$ cat src/rtl/dmem_arbiter_if.sv
// Bus bundle between the two data-memory requesters (CPU MEM stage, debug loader),
// the arbiter and d_memory. DMEM_ARB_ALIGN_CHECK_EN adds the per-port error flags.
interface dmem_arbiter_if #(
    parameter int unsigned WORDLENGTH = 32
);
    logic                  cpu_req;
    logic                  cpu_we;
    logic [WORDLENGTH-1:0] cpu_addr;
    logic [WORDLENGTH-1:0] cpu_wdata;
    logic                  cpu_gnt;
    logic                  cpu_rvalid;
    logic [WORDLENGTH-1:0] cpu_rdata;
    logic                  cpu_stall;

    logic                  dbg_req;
    logic                  dbg_we;
    logic [WORDLENGTH-1:0] dbg_addr;
    logic [WORDLENGTH-1:0] dbg_wdata;
    logic                  dbg_lock;
    logic                  dbg_gnt;
    logic                  dbg_rvalid;
    logic [WORDLENGTH-1:0] dbg_rdata;

    logic [WORDLENGTH-1:0] mem_addr;
    logic [WORDLENGTH-1:0] mem_wdata;
    logic                  mem_read_en;
    logic                  mem_write_en;
    logic [WORDLENGTH-1:0] mem_rdata;

`ifdef DMEM_ARB_ALIGN_CHECK_EN
    logic                  cpu_err;
    logic                  dbg_err;
`endif

    // Arbiter side
    modport slave (
        input  cpu_req, cpu_we, cpu_addr, cpu_wdata,
        input  dbg_req, dbg_we, dbg_addr, dbg_wdata, dbg_lock,
        input  mem_rdata,
        output cpu_gnt, cpu_rvalid, cpu_rdata, cpu_stall,
        output dbg_gnt, dbg_rvalid, dbg_rdata,
        output mem_addr, mem_wdata, mem_read_en, mem_write_en
`ifdef DMEM_ARB_ALIGN_CHECK_EN
        ,
        output cpu_err, dbg_err
`endif
    );

    // Requester / memory side
    modport master (
        output cpu_req, cpu_we, cpu_addr, cpu_wdata,
        output dbg_req, dbg_we, dbg_addr, dbg_wdata, dbg_lock,
        output mem_rdata,
        input  cpu_gnt, cpu_rvalid, cpu_rdata, cpu_stall,
        input  dbg_gnt, dbg_rvalid, dbg_rdata,
        input  mem_addr, mem_wdata, mem_read_en, mem_write_en
`ifdef DMEM_ARB_ALIGN_CHECK_EN
        ,
        input  cpu_err, dbg_err
`endif
    );
endinterface

$ cat src/rtl/dmem_arbiter.sv
// Single-port data-memory arbiter: CPU priority, starvation-bounded DBG access, DBG burst lock.
// Optional misaligned-access trapping under DMEM_ARB_ALIGN_CHECK_EN.
module dmem_arbiter #(
    parameter int unsigned WORDLENGTH   = 32,
    parameter int unsigned STARVE_LIMIT = 4
) (
    input  logic           clk,
    input  logic           reset,
    dmem_arbiter_if.slave  bus
);
    localparam int unsigned CNT_W = 4;

    typedef enum logic [0:0] {
        ARB      = 1'b0,
        DBG_LOCK = 1'b1
    } state_e;

    state_e                state_q, state_d;
    logic [CNT_W-1:0]      starve_q, starve_d;
    logic                  cpu_rvalid_q, cpu_rvalid_d;
    logic                  dbg_rvalid_q, dbg_rvalid_d;
    logic [WORDLENGTH-1:0] cpu_rdata_q, cpu_rdata_d;
    logic [WORDLENGTH-1:0] dbg_rdata_q, dbg_rdata_d;
    logic                  cpu_err_q, cpu_err_d;
    logic                  dbg_err_q, dbg_err_d;

    logic                  cpu_gnt_c, dbg_gnt_c;
    logic                  sel_we_c, misalign_c, rd_c, wr_c;
    logic [WORDLENGTH-1:0] sel_addr_c, sel_wdata_c;

    // Grant, FSM next state and starvation counter; no grant while reset is held
    always_comb begin
        state_d   = state_q;
        starve_d  = starve_q;
        cpu_gnt_c = 1'b0;
        dbg_gnt_c = 1'b0;
        if (reset) begin
            unique case (state_q)
                ARB: begin
                    if (bus.dbg_req && (starve_q == CNT_W'(STARVE_LIMIT))) dbg_gnt_c = 1'b1;
                    else if (bus.cpu_req)                                  cpu_gnt_c = 1'b1;
                    else if (bus.dbg_req)                                  dbg_gnt_c = 1'b1;
                    if (dbg_gnt_c && bus.dbg_lock) state_d = DBG_LOCK;
                end
                DBG_LOCK: begin
                    dbg_gnt_c = bus.dbg_req;
                    if (!bus.dbg_lock || !bus.dbg_req) state_d = ARB;
                end
                default: state_d = ARB;
            endcase
        end
        if (!bus.dbg_req || dbg_gnt_c) begin
            starve_d = '0;
        end else if (cpu_gnt_c && (starve_q != CNT_W'(STARVE_LIMIT))) begin
            starve_d = starve_q + CNT_W'(1);
        end
    end

    // Memory command mux and read-return capture
    always_comb begin
        sel_we_c    = 1'b0;
        sel_addr_c  = '0;
        sel_wdata_c = '0;
        if (cpu_gnt_c) begin
            sel_we_c    = bus.cpu_we;
            sel_addr_c  = bus.cpu_addr;
            sel_wdata_c = bus.cpu_wdata;
        end else if (dbg_gnt_c) begin
            sel_we_c    = bus.dbg_we;
            sel_addr_c  = bus.dbg_addr;
            sel_wdata_c = bus.dbg_wdata;
        end
`ifdef DMEM_ARB_ALIGN_CHECK_EN
        misalign_c = (cpu_gnt_c || dbg_gnt_c) && (sel_addr_c[1:0] != 2'b00);
`else
        misalign_c = 1'b0;
`endif
        rd_c = (cpu_gnt_c || dbg_gnt_c) && !sel_we_c && !misalign_c;
        wr_c = (cpu_gnt_c || dbg_gnt_c) &&  sel_we_c && !misalign_c;

        cpu_rvalid_d = cpu_gnt_c && rd_c;
        dbg_rvalid_d = dbg_gnt_c && rd_c;
        cpu_rdata_d  = cpu_rvalid_d ? bus.mem_rdata : cpu_rdata_q;
        dbg_rdata_d  = dbg_rvalid_d ? bus.mem_rdata : dbg_rdata_q;
        cpu_err_d    = cpu_gnt_c && misalign_c;
        dbg_err_d    = dbg_gnt_c && misalign_c;
    end

    always_ff @(posedge clk or negedge reset) begin
        if (!reset) begin
            state_q      <= ARB;
            starve_q     <= '0;
            cpu_rvalid_q <= 1'b0;
            dbg_rvalid_q <= 1'b0;
            cpu_rdata_q  <= '0;
            dbg_rdata_q  <= '0;
            cpu_err_q    <= 1'b0;
            dbg_err_q    <= 1'b0;
        end else begin
            state_q      <= state_d;
            starve_q     <= starve_d;
            cpu_rvalid_q <= cpu_rvalid_d;
            dbg_rvalid_q <= dbg_rvalid_d;
            cpu_rdata_q  <= cpu_rdata_d;
            dbg_rdata_q  <= dbg_rdata_d;
            cpu_err_q    <= cpu_err_d;
            dbg_err_q    <= dbg_err_d;
        end
    end

    assign bus.cpu_gnt      = cpu_gnt_c;
    assign bus.dbg_gnt      = dbg_gnt_c;
    assign bus.cpu_stall    = bus.cpu_req && !cpu_gnt_c;
    assign bus.cpu_rvalid   = cpu_rvalid_q;
    assign bus.dbg_rvalid   = dbg_rvalid_q;
    assign bus.cpu_rdata    = cpu_rdata_q;
    assign bus.dbg_rdata    = dbg_rdata_q;
    assign bus.mem_addr     = sel_addr_c;
    assign bus.mem_wdata    = sel_wdata_c;
    assign bus.mem_read_en  = rd_c;
    assign bus.mem_write_en = wr_c;

`ifdef DMEM_ARB_ALIGN_CHECK_EN
    assign bus.cpu_err = cpu_err_q;
    assign bus.dbg_err = dbg_err_q;
`else
    logic unused_err_c;
    assign unused_err_c = cpu_err_q ^ dbg_err_q;
`endif
endmodule
$ cat src/flat_wrapper.sv
// flat-port wrapper written by rule: the top's interface ports become plain ports
module dmem_arbiter_flat 
#(
    parameter int unsigned WORDLENGTH   = 32,
    parameter int unsigned STARVE_LIMIT = 4
)
  (clk, reset, bus_cpu_req, bus_cpu_we, bus_cpu_addr, bus_cpu_wdata, bus_dbg_req, bus_dbg_we, bus_dbg_addr, bus_dbg_wdata, bus_dbg_lock, bus_mem_rdata, bus_cpu_gnt, bus_cpu_rvalid, bus_cpu_rdata, bus_cpu_stall, bus_dbg_gnt, bus_dbg_rvalid, bus_dbg_rdata, bus_mem_addr, bus_mem_wdata, bus_mem_read_en, bus_mem_write_en);
  dmem_arbiter_if #(.WORDLENGTH(WORDLENGTH)) bus_i ();
  input  logic clk;
  input  logic reset;
  input wire logic [$bits(bus_i.cpu_req)-1:0] bus_cpu_req;
  input wire logic [$bits(bus_i.cpu_we)-1:0] bus_cpu_we;
  input wire logic [$bits(bus_i.cpu_addr)-1:0] bus_cpu_addr;
  input wire logic [$bits(bus_i.cpu_wdata)-1:0] bus_cpu_wdata;
  input wire logic [$bits(bus_i.dbg_req)-1:0] bus_dbg_req;
  input wire logic [$bits(bus_i.dbg_we)-1:0] bus_dbg_we;
  input wire logic [$bits(bus_i.dbg_addr)-1:0] bus_dbg_addr;
  input wire logic [$bits(bus_i.dbg_wdata)-1:0] bus_dbg_wdata;
  input wire logic [$bits(bus_i.dbg_lock)-1:0] bus_dbg_lock;
  input wire logic [$bits(bus_i.mem_rdata)-1:0] bus_mem_rdata;
  output wire logic [$bits(bus_i.cpu_gnt)-1:0] bus_cpu_gnt;
  output wire logic [$bits(bus_i.cpu_rvalid)-1:0] bus_cpu_rvalid;
  output wire logic [$bits(bus_i.cpu_rdata)-1:0] bus_cpu_rdata;
  output wire logic [$bits(bus_i.cpu_stall)-1:0] bus_cpu_stall;
  output wire logic [$bits(bus_i.dbg_gnt)-1:0] bus_dbg_gnt;
  output wire logic [$bits(bus_i.dbg_rvalid)-1:0] bus_dbg_rvalid;
  output wire logic [$bits(bus_i.dbg_rdata)-1:0] bus_dbg_rdata;
  output wire logic [$bits(bus_i.mem_addr)-1:0] bus_mem_addr;
  output wire logic [$bits(bus_i.mem_wdata)-1:0] bus_mem_wdata;
  output wire logic [$bits(bus_i.mem_read_en)-1:0] bus_mem_read_en;
  output wire logic [$bits(bus_i.mem_write_en)-1:0] bus_mem_write_en;
  assign bus_i.cpu_req = bus_cpu_req;
  assign bus_i.cpu_we = bus_cpu_we;
  assign bus_i.cpu_addr = bus_cpu_addr;
  assign bus_i.cpu_wdata = bus_cpu_wdata;
  assign bus_i.dbg_req = bus_dbg_req;
  assign bus_i.dbg_we = bus_dbg_we;
  assign bus_i.dbg_addr = bus_dbg_addr;
  assign bus_i.dbg_wdata = bus_dbg_wdata;
  assign bus_i.dbg_lock = bus_dbg_lock;
  assign bus_i.mem_rdata = bus_mem_rdata;
  assign bus_cpu_gnt = bus_i.cpu_gnt;
  assign bus_cpu_rvalid = bus_i.cpu_rvalid;
  assign bus_cpu_rdata = bus_i.cpu_rdata;
  assign bus_cpu_stall = bus_i.cpu_stall;
  assign bus_dbg_gnt = bus_i.dbg_gnt;
  assign bus_dbg_rvalid = bus_i.dbg_rvalid;
  assign bus_dbg_rdata = bus_i.dbg_rdata;
  assign bus_mem_addr = bus_i.mem_addr;
  assign bus_mem_wdata = bus_i.mem_wdata;
  assign bus_mem_read_en = bus_i.mem_read_en;
  assign bus_mem_write_en = bus_i.mem_write_en;
  dmem_arbiter #(.WORDLENGTH(WORDLENGTH), .STARVE_LIMIT(STARVE_LIMIT)) u_core (.clk(clk), .reset(reset), .bus(bus_i));
endmodule
$ cat config.mk
export PLATFORM = sky130hd
export DESIGN_NAME = dmem_arbiter_flat
export DESIGN_NICKNAME = d
export VERILOG_FILES = /design/src/rtl/dmem_arbiter_if.sv /design/src/rtl/dmem_arbiter.sv /design/src/flat_wrapper.sv
export SDC_FILE = /design/constraint.sdc
export NUM_CORES = 1
export LEC_CHECK = 0
export BUFFER_PORTS_ARGS = -buffer_cell sky130_fd_sc_hd__buf_2
export CAP_MARGIN = 5
export CORE_AREA = 2 2 117 119
export CTS_BUF_LIST = sky130_fd_sc_hd__clkbuf_16
export DETAILED_ROUTE_END_ITERATION = 12
export DIE_AREA = 0 0 119 121
export PLACE_DENSITY_LB_ADDON = 0.25
export SLEW_MARGIN = 10
export SYNTH_ARGS = -nofsm -noshare
export SYNTH_HDL_FRONTEND = slang
export SYNTH_SLANG_ARGS = --single-unit
$ cat constraint.sdc
create_clock -name clk -period 2.12 [get_ports clk]
set_input_delay 0.106 -clock clk [delete_from_list [all_inputs] [get_ports clk]]
set_output_delay 0.106 -clock clk [all_outputs]
set_load 0.1 [all_outputs]
==> results.py <==
metrics = {
    "outcome": {
        "status": "finished, violations left",
        "violations": "setup timing",
    },
    "global_routing": {
        "antenna_found_initial": 2,
        "grt_usage_pct": 23.6,
        "grt_max_degree": 67,
        "grt_first_pass_wirelength_mm": 27.0,
        "grt-ovfl-total": 0,
        "grt_pass1_vias": 4939,
    },
    "setup_path": {
        "slowest_delay_ps": 390,
        "cp_max_fo": 8,
        "slowest_stage": "dfrtp_1",
        "required_ps": 2010,
        "start_kind": "flop",
        "reg2regPathDepth": 7,
        "crit_type": "reg -> out",
        "r2r-end": "u_core.bus.dbg_rdata[3]$_DFFE_PN0P_",
        "reg2reg_from": "u_core.starve_q[0]$_DFFE_PN0P_",
        "r2r_setup_slack_ps": 90,
        "crit_chain": "inv_2 > ha_4 > and3b_2 > buf_6 > buf_16 > o211ai_1 > a21oi_4 > buf_12",
        "cp.arrival_ps": 2110,
        "end_kind": "output pin",
    },
    "sta": {
        "skew_ps": 5.62,
        "max-slew-margin-rel_pct": 47.9,
        "setup_violations": 60,
        "worstMarginPinSlew_ps": 781,
        "drv_slew": 0,
        "fmax_mhz": 451,
        "fin_hold_ws_ps": 17.7,
        "finalCritPeriodShare_pct": 105,
        "setup_ws_ps": -96.2,
        "fin_crit_ps": 2220,
        "finalHoldViolations": 0,
        "rsz0062_at_grt": "true",
    },
    "detailed_routing": {
        "routed.top_layer": "met4",
        "wl_per_cell_um": 20.3,
        "vias_per_cell": 5.42,
        "drt_pass1_iterations": 6,
        "wl_met2_mm": 9.31,
        "met1_length_mm": 6.73,
        "wirelength_mm": 18.2,
        "drtIter0Drc": 335,
        "vias": 4849,
        "drc": 0,
        "wl_met3_mm": 1.45,
        "ant_nets": 0,
    },
    "clock_tree": {
        "cts_tree": "yes",
        "clkLatencyLatePin_ps": 330,
        "root_buffer": "clkbuf_16",
        "clk_path_buf_depth": 2,
        "htree_num_levels": 3,
        "numCtsBuffers": 9,
        "path_clk_slew_ps": 60,
        "cts_sinks": 71,
    },
    "floorplan": {
        "core.rowCount": 42,
        "core_um2": 13100,
        "pin_count": 302,
        "initial_utilization_pct": 31.7,
        "die_area_um2": 14400,
        "fp.dieH_um": 121,
        "die_w_um": 119,
    },
    "final_layout": {
        "nFillCells": 1002,
        "nets": 881,
        "final-seq-area_um2": 1780,
        "layout.cells.non_filler": 895,
        "multiInputGateArea_um2": 2890,
        "drive_gt1_share_pct": 68.2,
        "final_cell_area_um2": 8270,
        "syn_to_final_growth_pct": 99.7,
    },
    "pwr": {
        "p_switching_mw": 4.16,
        "leakage_nw": 3.49,
        "finalPower_mw": 7.73,
        "ir_drop_mv": 0.999,
        "power_frac_comb_pct": 56.9,
        "p_int_mw": 3.57,
        "pwr-share-seq_pct": 23.0,
        "clkPwrFrac_pct": 20.1,
        "swShare_pct": 53.8,
        "power_density_nw_per_um2": 934,
    },
    "yosys": {
        "synth.area.top_cells": "dfrtp_1, mux2_2, o211ai_1",
        "ys_seq_area_share_pct": 42.9,
        "synth_seq_cells": 71,
        "synth_cell_types": 31,
        "synthesis.area_um2": 4140,
        "yosysTopAreaCell": "dfrtp_1",
        "yosysTopAreaCellShare_pct": 42.9,
        "syn_area_per_cell_um2": 9.86,
        "synth_nets": 589,
        "synth_warnings": 0,
        "syn_inst": 420,
    },
    "placed_design": {
        "dpl_worst_slack_ps": 82.7,
        "place_congestion": 0.853,
        "placed_cell_area_um2": 7620,
        "dp_cells": 858,
        "dp.final_hpwl_mm": 12.3,
        "port_buffers": 301,
    },
    "min_path": {
        "holdPathStages": 2,
        "min_from": "bus_mem_rdata[23]",
        "whs_endpoint": "u_core.bus.dbg_rdata[23]$_DFFE_PN0P_",
        "hold_path_class": "in -> reg",
    },
    "run": {
        "drv_cap": 0,
    },
}
-- timing repair --
| item | 4_1_cts | 5_1_grt |
|---|---|---|
| hold buffers | 2 | 0 |
| buffers inserted | 6 | 3 |
| endpoints found under the hold margin | 6 | 0 |
| cloned | 4 | 4 |
| endpoints found under the setup margin | 69 | 67 |
| gates resized for setup | 7 | 2 |
| pin swaps | 58 | 18 |
-- registers in the layout, summed over array words and instances (netlist names) --
register               count
u_core.state_q             1
u_core.bus.dbg_rdata      32
u_core.bus.cpu_rdata      32
u_core.bus.dbg_rvalid      1
u_core.bus.cpu_rvalid      1
u_core.starve_q            4
-- cell type report --
cell class	count	share of cell area, %
Clock inverter	7	1.06
Timing Repair Buffer	334	36.8
Clock buffer	9	2.72
Tap cell	176	2.66
Antenna cell	2	0.0605
Inverter	5	0.287
Sequential cell	71	21.5
Multi-Input combinational cell	291	35.0
-- synthesized netlist by cell type (all sizes together) --
master	instances
nand3	66
nor2b	2
clkbuf	32
o41ai	1
and3b	1
o211ai	66
dfrtp	71
a22o	1
o22a	1
and2	1
and3	1
buf	21
ha	2
nor2	1
inv	5
mux2	64
a211oi	1
o32ai	2
nand4	1
nand2b	1
o221ai	1
a21oi	67
nand3b	1
nand4b	3
or3	1
nand2	6
-- per-layer routing --
layer  up-vias  GRT usage (%)
met5         -              0
met4         0           10.0
met3        45           5.87
met2       268           41.4
met1      2358           27.3
li1       2178              -
-- layout by cell type, fill, tap and decap left out, types with 3 or more instances in the layout --
cell type / instances
nand3_1: 66
dfrtp_1: 71
inv_6: 3
a21oi_4: 67
mux2_2: 63
buf_4: 14
o211ai_1: 66
nand2_1: 6
clkbuf_16: 13
buf_6: 3
buf_12: 75
buf_2: 232
-- how the worst max path moves through the flow --
stage                                         from                                  end  cells after the start
finish              u_core.starve_q[0]$_DFFE_PN0P_                     bus_mem_wdata[3]                      8
global route        u_core.starve_q[0]$_DFFE_PN0P_                     bus_mem_wdata[3]                      8
CTS                 u_core.starve_q[0]$_DFFE_PN0P_                     bus_mem_addr[12]                      7
detailed placement  u_core.starve_q[0]$_DFFE_PN0P_                    bus_mem_wdata[22]                      8
global placement    u_core.starve_q[0]$_DFFE_PN0P_  u_core.bus.dbg_rdata[4]$_DFFE_PN0P_                      6
floorplan                                    reset                    bus_mem_wdata[10]                      5
-- stage by stage --
stage / setup TNS, ps / util, %
3_5_place_dp: 0 / 58.3
4_1_cts: -2810 / 62.3
2_1_floorplan: -1890 / -
3_3_place_gp: 0 / 58.3
5_1_grt: -6920 / 63.2
6_report: -2320 / 63.2
-- kinds of logic after synthesis --
logic type / count (synthesis) / share of synthesized area, %
mux: 64 / 17.4
flops: 71 / 42.9
buf+inv: 58 / 6.25
fa+ha+maj: 2 / 0.604
simple gates: 85 / 11.1
compound gates: 140 / 21.8
-- power by group through the flow --
stage / Combinational [mW] / Sequential (mW) / Clock [mW]
finish: 4.40 / 1.78 / 1.55
global route: 4.51 / 1.82 / 1.65
CTS: 4.40 / 1.78 / 1.59
detailed placement: 4.38 / 1.79 / 0
global placement: 4.34 / 1.78 / 0
floorplan: 1.29 / 3.85 / 0
-- worst max-delay path: cells and delay by family, from the launching register on --
family | cells | cell delay, ps
AND/OR/NAND/NOR | 1 | 250
buffers and inverters | 4 | 570
AO/OA/AOI/OAI | 2 | 400
flip-flops | 1 | 390
adder cells (fa/ha/maj) | 1 | 150
No activity file was read; power rests on OpenSTA's default activity.
